## src/rtl/pc_branch_if.sv

```systemverilog
// pc_branch_if: bundle between the EX stage (master) and pc_branch_unit (slave).
// EX drives the branch operands and condition bits. The unit returns the program
// counter, its pipeline copies, the squash control and the branch statistics.
interface pc_branch_if #(
    parameter int CNT_W = 16
);
    logic [31:0]      BrA;
    logic [31:0]      RAA;
    logic             BS_one;
    logic             BS_zero;
    logic             PS_out;
    logic             Z;
    logic [31:0]      PC;
    logic [31:0]      PC_1;
    logic [31:0]      PC_D;
    logic [31:0]      PC_M2;
    logic             FLUSH;
    logic             BR_TAKEN;
    logic [CNT_W-1:0] BR_COUNT;

    // EX side: produces the branch operands and consumes the PC copies.
    modport master (
        output BrA, RAA, BS_one, BS_zero, PS_out, Z,
        input  PC, PC_1, PC_D, PC_M2, FLUSH, BR_TAKEN, BR_COUNT
    );

    // Branch unit side: resolves the branch and owns the PC.
    modport slave (
        input  BrA, RAA, BS_one, BS_zero, PS_out, Z,
        output PC, PC_1, PC_D, PC_M2, FLUSH, BR_TAKEN, BR_COUNT
    );
endinterface

```

## src/rtl/pc_branch_unit.sv

```systemverilog
// pc_branch_unit: resolves the EX-stage branch and owns the program counter.
// A taken branch redirects the PC on the next cycle. The next FLUSH_CYCLES
// non-stalled cycles then squash the wrong-path IF/DOF contents.
// Optional feature macro PC_DELAY_SLOT_EN selects architected delay slots.
// In that build FLUSH is never raised and the branch select is decoded on every
// non-stalled cycle.
module pc_branch_unit #(
    parameter logic [31:0] RESET_VECTOR = 32'h0000_0000,
    parameter int          FLUSH_CYCLES = 2,
    parameter int          CNT_W        = 16
) (
    input  logic CLOCK,
    input  logic RESET,
    input  logic STALL,
    pc_branch_if.slave br
);

`ifdef PC_DELAY_SLOT_EN
    localparam bit SQUASH_EN = 1'b0;
`else
    localparam bit SQUASH_EN = 1'b1;
`endif

    typedef enum logic {ST_RUN, ST_FLUSH} state_t;

    state_t           state_q, state_d;
    logic [31:0]      pc_q, pc_d;
    logic [31:0]      pcd_q, pcd_d;
    logic [31:0]      pcm2_q, pcm2_d;
    logic             flush_q, flush_d;
    logic             taken_q, taken_d;
    logic [CNT_W-1:0] count_q, count_d;
    logic [1:0]       cnt_q, cnt_d;
    logic [31:0]      pc_inc;
    logic             take;
    logic [31:0]      target;

    assign pc_inc = pc_q + 32'd1;

    // Decode the branch select into a take decision and a target address.
    always_comb begin
        // NOTE: every signal assigned in always_comb gets a default first, so no path can infer a latch.
        take   = 1'b0;
        target = br.BrA;
        unique case ({br.BS_one, br.BS_zero})
            2'b01:   take = br.Z ^ br.PS_out;
            2'b10: begin
                take   = 1'b1;
                target = br.RAA;
            end
            2'b11:   take = 1'b1;
            default: take = 1'b0;
        endcase
    end

    // Next-state logic for the PC pipeline, the squash FSM and the branch counter.
    always_comb begin
        state_d = state_q;
        pc_d    = pc_q;
        pcd_d   = pcd_q;
        pcm2_d  = pcm2_q;
        flush_d = flush_q;
        cnt_d   = cnt_q;
        count_d = count_q;
        taken_d = 1'b0;
        if (!STALL) begin
            pc_d   = pc_inc;
            pcd_d  = pc_inc;
            pcm2_d = pcd_q;
            if (state_q == ST_RUN) begin
                if (take) begin
                    pc_d    = target;
                    taken_d = 1'b1;
                    if (count_q != {CNT_W{1'b1}}) begin
                        count_d = count_q + 1'b1;
                    end
                    if (SQUASH_EN) begin
                        cnt_d   = 2'(FLUSH_CYCLES);
                        flush_d = 1'b1;
                        state_d = ST_FLUSH;
                    end
                end
            end else begin
                // The wrong path is being squashed, so the branch select is ignored here.
                cnt_d = cnt_q - 2'd1;
                if (cnt_q == 2'd1) begin
                    flush_d = 1'b0;
                    state_d = ST_RUN;
                end
            end
        end
    end

    // State register with a synchronous active-low reset. Reset takes priority over STALL.
    always_ff @(posedge CLOCK) begin
        // NOTE: sequential state uses non-blocking assignments, so every register samples pre-edge values.
        if (!RESET) begin
            state_q <= ST_RUN;
            pc_q    <= RESET_VECTOR;
            pcd_q   <= 32'd0;
            pcm2_q  <= 32'd0;
            flush_q <= 1'b0;
            taken_q <= 1'b0;
            count_q <= '0;
            cnt_q   <= 2'd0;
        end else begin
            state_q <= state_d;
            pc_q    <= pc_d;
            pcd_q   <= pcd_d;
            pcm2_q  <= pcm2_d;
            flush_q <= flush_d;
            taken_q <= taken_d;
            count_q <= count_d;
            cnt_q   <= cnt_d;
        end
    end

    assign br.PC       = pc_q;
    assign br.PC_1     = pc_inc;
    assign br.PC_D     = pcd_q;
    assign br.PC_M2    = pcm2_q;
    assign br.FLUSH    = flush_q;
    assign br.BR_TAKEN = taken_q;
    assign br.BR_COUNT = count_q;

endmodule

```

## src/flat_wrapper.sv

```systemverilog
// flat-port wrapper written by rule: the top's interface ports become plain ports
module pc_branch_unit_flat 
#(
    parameter logic [31:0] RESET_VECTOR = 32'h0000_0000,
    parameter int          FLUSH_CYCLES = 2,
    parameter int          CNT_W        = 16
)
  (CLOCK, RESET, STALL, br_BrA, br_RAA, br_BS_one, br_BS_zero, br_PS_out, br_Z, br_PC, br_PC_1, br_PC_D, br_PC_M2, br_FLUSH, br_BR_TAKEN, br_BR_COUNT);
  pc_branch_if #(.CNT_W(CNT_W)) br_i ();
  input  logic CLOCK;
  input  logic RESET;
  input  logic STALL;
  input wire logic [$bits(br_i.BrA)-1:0] br_BrA;
  input wire logic [$bits(br_i.RAA)-1:0] br_RAA;
  input wire logic [$bits(br_i.BS_one)-1:0] br_BS_one;
  input wire logic [$bits(br_i.BS_zero)-1:0] br_BS_zero;
  input wire logic [$bits(br_i.PS_out)-1:0] br_PS_out;
  input wire logic [$bits(br_i.Z)-1:0] br_Z;
  output wire logic [$bits(br_i.PC)-1:0] br_PC;
  output wire logic [$bits(br_i.PC_1)-1:0] br_PC_1;
  output wire logic [$bits(br_i.PC_D)-1:0] br_PC_D;
  output wire logic [$bits(br_i.PC_M2)-1:0] br_PC_M2;
  output wire logic [$bits(br_i.FLUSH)-1:0] br_FLUSH;
  output wire logic [$bits(br_i.BR_TAKEN)-1:0] br_BR_TAKEN;
  output wire logic [$bits(br_i.BR_COUNT)-1:0] br_BR_COUNT;
  assign br_i.BrA = br_BrA;
  assign br_i.RAA = br_RAA;
  assign br_i.BS_one = br_BS_one;
  assign br_i.BS_zero = br_BS_zero;
  assign br_i.PS_out = br_PS_out;
  assign br_i.Z = br_Z;
  assign br_PC = br_i.PC;
  assign br_PC_1 = br_i.PC_1;
  assign br_PC_D = br_i.PC_D;
  assign br_PC_M2 = br_i.PC_M2;
  assign br_FLUSH = br_i.FLUSH;
  assign br_BR_TAKEN = br_i.BR_TAKEN;
  assign br_BR_COUNT = br_i.BR_COUNT;
  pc_branch_unit #(.RESET_VECTOR(RESET_VECTOR), .FLUSH_CYCLES(FLUSH_CYCLES), .CNT_W(CNT_W)) u_core (.CLOCK(CLOCK), .RESET(RESET), .STALL(STALL), .br(br_i));
endmodule
```

## config.mk

```make
export PLATFORM = sky130hd
export DESIGN_NAME = pc_branch_unit_flat
export DESIGN_NICKNAME = d
export VERILOG_FILES = /design/src/rtl/pc_branch_if.sv /design/src/rtl/pc_branch_unit.sv /design/src/flat_wrapper.sv
export SDC_FILE = /design/constraint.sdc
export NUM_CORES = 1
export LEC_CHECK = 0
export CORE_ASPECT_RATIO = 0.6
export CORE_MARGIN = 2
export CORE_UTILIZATION = 40
export DETAILED_ROUTE_END_ITERATION = 6
export PLACE_DENSITY = 0.79
export SYNTH_ARGS = -nofsm -noshare
export SYNTH_HDL_FRONTEND = slang
export SYNTH_SLANG_ARGS = --single-unit
```

## constraint.sdc

```tcl
create_clock -name CLOCK -period 2.55 [get_ports CLOCK]
set_input_delay 0.51 -clock CLOCK [delete_from_list [all_inputs] [get_ports CLOCK]]
set_output_delay 0.51 -clock CLOCK [all_outputs]
set_load 0.03 [all_outputs]
```

==> impl_results.md <==
- Cells after DPL: roughly 1100
- Worst-Skew Late Latency: 0.41 ns
- Failing checks: setup timing
- Area fraction of the dominant cell type after synthesis: between 30% and 40%
- Setup Skew: between 0.01 and 0.015 ns
- Status: finished with violations
- Gpl congestion: between 0.8 and 0.9
- Leakage: about 4.1 nW
- Initial Util: 40.76%
- Boundary Pins: ~220
- First-pass GRT wire length: ~35000 um
- Post-DP HPWL: roughly 14000 um
- CP required: slightly above 2 ns
- Post-DR wirelength/cell: roughly 18 um
- Maximum VDD drop: 0.0003980 V
- Average size of a mapped cell: between 7 and 8 um2
- CTS buffer count: 17
- Antenna violations before repair: 0
- Largest area contributor in the netlist: dfxtp_1
- R2R cell count: 6
- Layout net count: between 1000 and 1500
- Max cap viols: 0
- Most common cell in the netlist: dfxtp_1
- Syn_nets: 810
- Synth cell count leaders: dfxtp_1 (117), nand2_1 (107), nor2_1 (76)
- Post-synth EDFFs: 0
- 1st-pass router iterations: 5
- Layout cells sized above 1: 23.61%
- Crit path capture type: primary output
- WS Path Type: register to primary output
- Vias per Instance: approximately 5.5
- Area contributors post-synth: dfxtp_1 (40%), mux2i_1 (7.0%), nand2_1 (6.8%)
- Ys flop type: dfxtp_1
- Via count: approximately 6700
- Syn-to-layout area delta: 70.41%
- Crit path time final: 2.835 ns
- Vias in the first global route: ~6400
- Slew headroom: between 50 and 60%
- Part of the cycle the worst path needs: 111.2%
- Library cells used by synthesis: 48
- Post-route DRC: 0
- H-tree levels: 4
- Largest net degree at the start of global routing: 70
- Final wirelength: approximately 22000 um
- Site row count: 34
- Synth warnings: 0
- Worst-path clk slew: about 0.060 ns
- Fin util: 69.46%
- Antenna Violating Nets Remaining: 0
- Synth Register Bits: approximately 120
- Post-Syn Area: approximately 6000 um2
- Clock sinks: between 100 and 150
- Input/output buffers: roughly 220
- Die ar.: roughly 16000 um2
- PwrDens: around 570 nW/um2
- Fill cell count: 1110
- Worst Path Arrival: about 2.3 ns
- PnR worst setup slack: -0.2848 ns
- Root Driver: clkbuf_16
- Fmax: roughly 350 MHz
- Ant. Diodes: 0
- Sequential fraction of the synthesis area: about 40%
- Total GRT Usage: 27.36%
- Count of final hold-check violations: 0
- Die Span Y: 97.90 um
- Core Area: 14420 um2
- Setup-failing EPs final: 19
- Worst Path Max Fanout: 3
- Max-slew violations: 0
- Gate Count Post-Synth: 736
- Unrepaired setup endpoints after global routing: true
- First DRT Iteration DRCs: a little over 500
- GR Overflow Total: 0
- CTS tree: built
- Die X: about 160 um
- Ys async rst share: 0%
- Pre-CTS worst setup slack: -0.01636 ns
- CTS Buffer Depth: 2
- Hold path cells: 2
- Measured slew at the worst slew-check pin: between 0.6 and 0.7 ns
- Hold WC Path Type: register to register
- Post-cts hold buffer count: 0
- Startpoint types: register
- Final Instance Count excl. Fillers: 1223
==> timing repair <==
item | 4_1_cts | 5_1_grt
gates resized for setup | 77 | 31
pin swaps | 13 | 28
endpoints found under the setup margin | 26 | 24
setup buffers | 27 | 16
==> final timing paths <==
path	slack (ns)	to	start
worst max-delay path	-0.28	br_PC_1[27]	u_core.br.PC[0]
worst min-delay path	0.48	u_core.br.PC_D[4]	u_core.br.PC_D[4]
worst max register to register	0.09	u_core.br.PC[27]	u_core.br.PC[0]
worst min register to register	0.48	u_core.br.PC_D[4]	u_core.br.PC_D[4]
==> stage by stage <==
step / total power [mW] / instance area (um2) / hold slack (ns) / setup TNS [ns]
after floorplan: 2.708 / 6075 / 0.5019 / -0.3560
after global placement: 3.260 / 8697 / 0.4587 / 0
after detailed placement: 3.274 / 8697 / 0.4670 / -0.02896
after CTS: 5.746 / 9821 / 0.4750 / -2.765
after global routing: 5.948 / 10020 / 0.5100 / -4.645
final: 5.745 / 10020 / 0.4785 / -2.623
==> placed cells by master, fill, tap and decap left out, types with 5 or more instances in the layout <==
cell             instances
xor2_1                   6
buf_4                   85
and3_1                   6
nor2_1                  75
nand4_1                 21
o211a_1                  6
o311ai_0                 7
nor4_4                   5
nand3_1                 27
inv_1                    7
nor3_1                  11
a32oi_1                  7
clkbuf_16               17
buf_12                   5
buf_6                   33
nor4_1                   9
dfxtp_4                  7
or3_1                   11
o21ai_0                 40
a21oi_1                 59
dfxtp_1                100
xnor2_1                 11
o31ai_1                  5
xnor2_2                 10
a31oi_1                  5
mux2i_1                 41
o21ba_2                  9
nand2b_1                 7
clkdlybuf4s50_1        184
dfxtp_2                 10
nand2_1                104
xnor2_4                  7
==> logic make-up (layout without fill, tap and decap cells) <==
family                   Yosys count  in the layout  synth area share (%)
multiplexers                      42             42                 7.173
AND/OR/NAND/NOR                  308            308                 24.82
flip-flops                       117            117                 39.85
XOR/XNOR                          39             39                 5.811
adder cells (fa/ha/maj)            3              3                0.6386
AO/OA/AOI/OAI                    160            160                 17.26
buffers and inverters             67            356                 4.449
==> final cells by class <==
type                            count  area, um2  area share, %
Sequential cell                   117       2381          23.77
Timing Repair Buffer              315       3009          30.04
Clock buffer                       18      439.2          4.384
Clock inverter                     14      150.1          1.499
Multi-Input combinational cell    552       3756          37.50
Tap cell                          198      247.7          2.473
Inverter                            9      33.78         0.3372
==> worst max-delay path, stage by stage, from the launching register on <==
cell and delay (ns):
dfxtp_4 0.35, nand4_1 0.13, or4_4 0.60, or4_4 0.49
xnor2_4 0.20, buf_6 0.15
==> routing by layer <==
metal,share of wire [%],track usage [%]
met5,0,0
met2,45,43.04
met1,46,38.19
met3,8.0,6.075
met4,0.93,7.069
==> report_power, final <==
group	leakage, nW	total [mW]	switching, mW	internal [mW]
registers	0.964	2.01	0.0847	1.92
clock network	0.283	2.42	0.944	1.47
logic	2.84	1.32	0.738	0.582
==> registers in the layout, indices dropped and copies added, names as in the netlist <==
register and count:
u_core.br.PC_M2 32, u_core.cnt_q 2, u_core.br.FLUSH 1, u_core.br.PC_D 32, u_core.br.BR_COUNT 16, u_core.br.BR_TAKEN 1, u_core.br.PC 32, u_core.state_q 1
No activity file was read; power rests on OpenSTA's default activity.
==> variant: new RTL, same settings <==
Add a define of `PC_DELAY_SLOT_EN`.
--- a/src/rtl/pc_branch_unit.sv
+++ b/src/rtl/pc_branch_unit.sv
@@ -4,6 +4,8 @@
 // Optional feature macro PC_DELAY_SLOT_EN selects architected delay slots.
 // In that build FLUSH is never raised and the branch select is decoded on every
 // non-stalled cycle.
+`define PC_DELAY_SLOT_EN
+
 module pc_branch_unit #(
     parameter logic [31:0] RESET_VECTOR = 32'h0000_0000,
     parameter int          FLUSH_CYCLES = 2,
Check against the original RTL: not equivalent (Yosys sat finds a counterexample within 4 cycles, from zero or initial values and one cycle with RESET low).
==> variant against the unedited design <==
  * The flow still finishes with violations (setup timing)
  * Global-route usage shrank 0.78 points
  * Clock skew down 1.8 ps
  * Count of clock-buffer cells in the layout rose by 6
  * Area after synthesis up 1.7%
  * Routed wire length decreased by 0.18%
  * Cell area is 1.2% lower
  * Sequential cell count shrank 1
  * Setup slack improved by 190 ps
  * Power shrank 2.1%
  * Highest routed layer unchanged
==> variant: results <==
{
  "r2r_cells": 11,
  "fillCellCount": 1191,
  "ys_top_cells_by_count": "116 x dfxtp_1, 111 x nand2_1, 68 x nor2_1",
  "violations": "setup timing",
  "numPortBuffers": 215,
  "ys_seq_area_share_pct": 38.9,
  "dp_cells": 1146,
  "syn_nets": 811,
  "crit_end": "br_PC_1[24]",
  "grtUsageMet3_pct": 6.94,
  "synth_area_leaders": "dfxtp_1 39%, mux2i_1 8.0%, nand2_1 7.0%",
  "dpl_cell_area_um2": 8700,
  "worstReg2RegStart": "u_core.br.PC[1]",
  "min_to": "u_core.br.PC_D[7]",
  "setup-violations-final": 9,
  "hpwl_mm": 15.0,
  "status": "finished, violations left",
  "grt_pass1_vias": 6239,
  "setup_ws_ps": -98.5,
  "cts-resized-gates": 53,
  "cp_max_fo": 5,
  "drt-met1-wl_mm": 10.1,
  "instances_no_fill": 1210,
  "route.met2.wl_mm": 9.77,
  "cts_setup_buffers": 15,
  "first_iter_violations": 625,
  "wirelength_mm": 22.0,
  "worst_ep_arrival_time_ps": 2140,
  "synth.avg_cell_area_um2": 8.11,
  "pre_cts_ws_ps": 13.9,
  "swShare_pct": 29.0,
  "regToRegSetupSlack_ps": 140
}
==> variant: logic make-up (layout without fill, tap and decap cells) <==
family / Yosys count / after routing / share of synthesized area, %
compound gates: 157 / 157 / 17.2
xor+xnor: 35 / 35 / 5.13
fa+ha+maj: 3 / 3 / 0.628
buf+inv: 64 / 339 / 4.25
flops: 116 / 116 / 38.9
mux: 49 / 49 / 8.23
other cells: 1 / 1 / 0.0628
simple gates: 312 / 312 / 25.6
==> variant: area by class of cell <==
class	count	area (um^2)	area share (%)
Timing Repair Buffer	298	2890	29.1
Clock inverter	8	97.6	0.986
Clock buffer	24	502	5.07
Sequential cell	116	2350	23.8
Tap cell	198	248	2.50
Multi-Input combinational cell	557	3780	38.2
Inverter	9	33.8	0.341
==> variant: worst max-delay path, cell delays in order, from the launching register on <==
cell and delay, ps:
dfxtp_4 370, ha_4 140, nand4_1 190, nor4_4 200
buf_6 140, buf_12 100, nand4_1 220, xnor2_4 230
buf_6 150
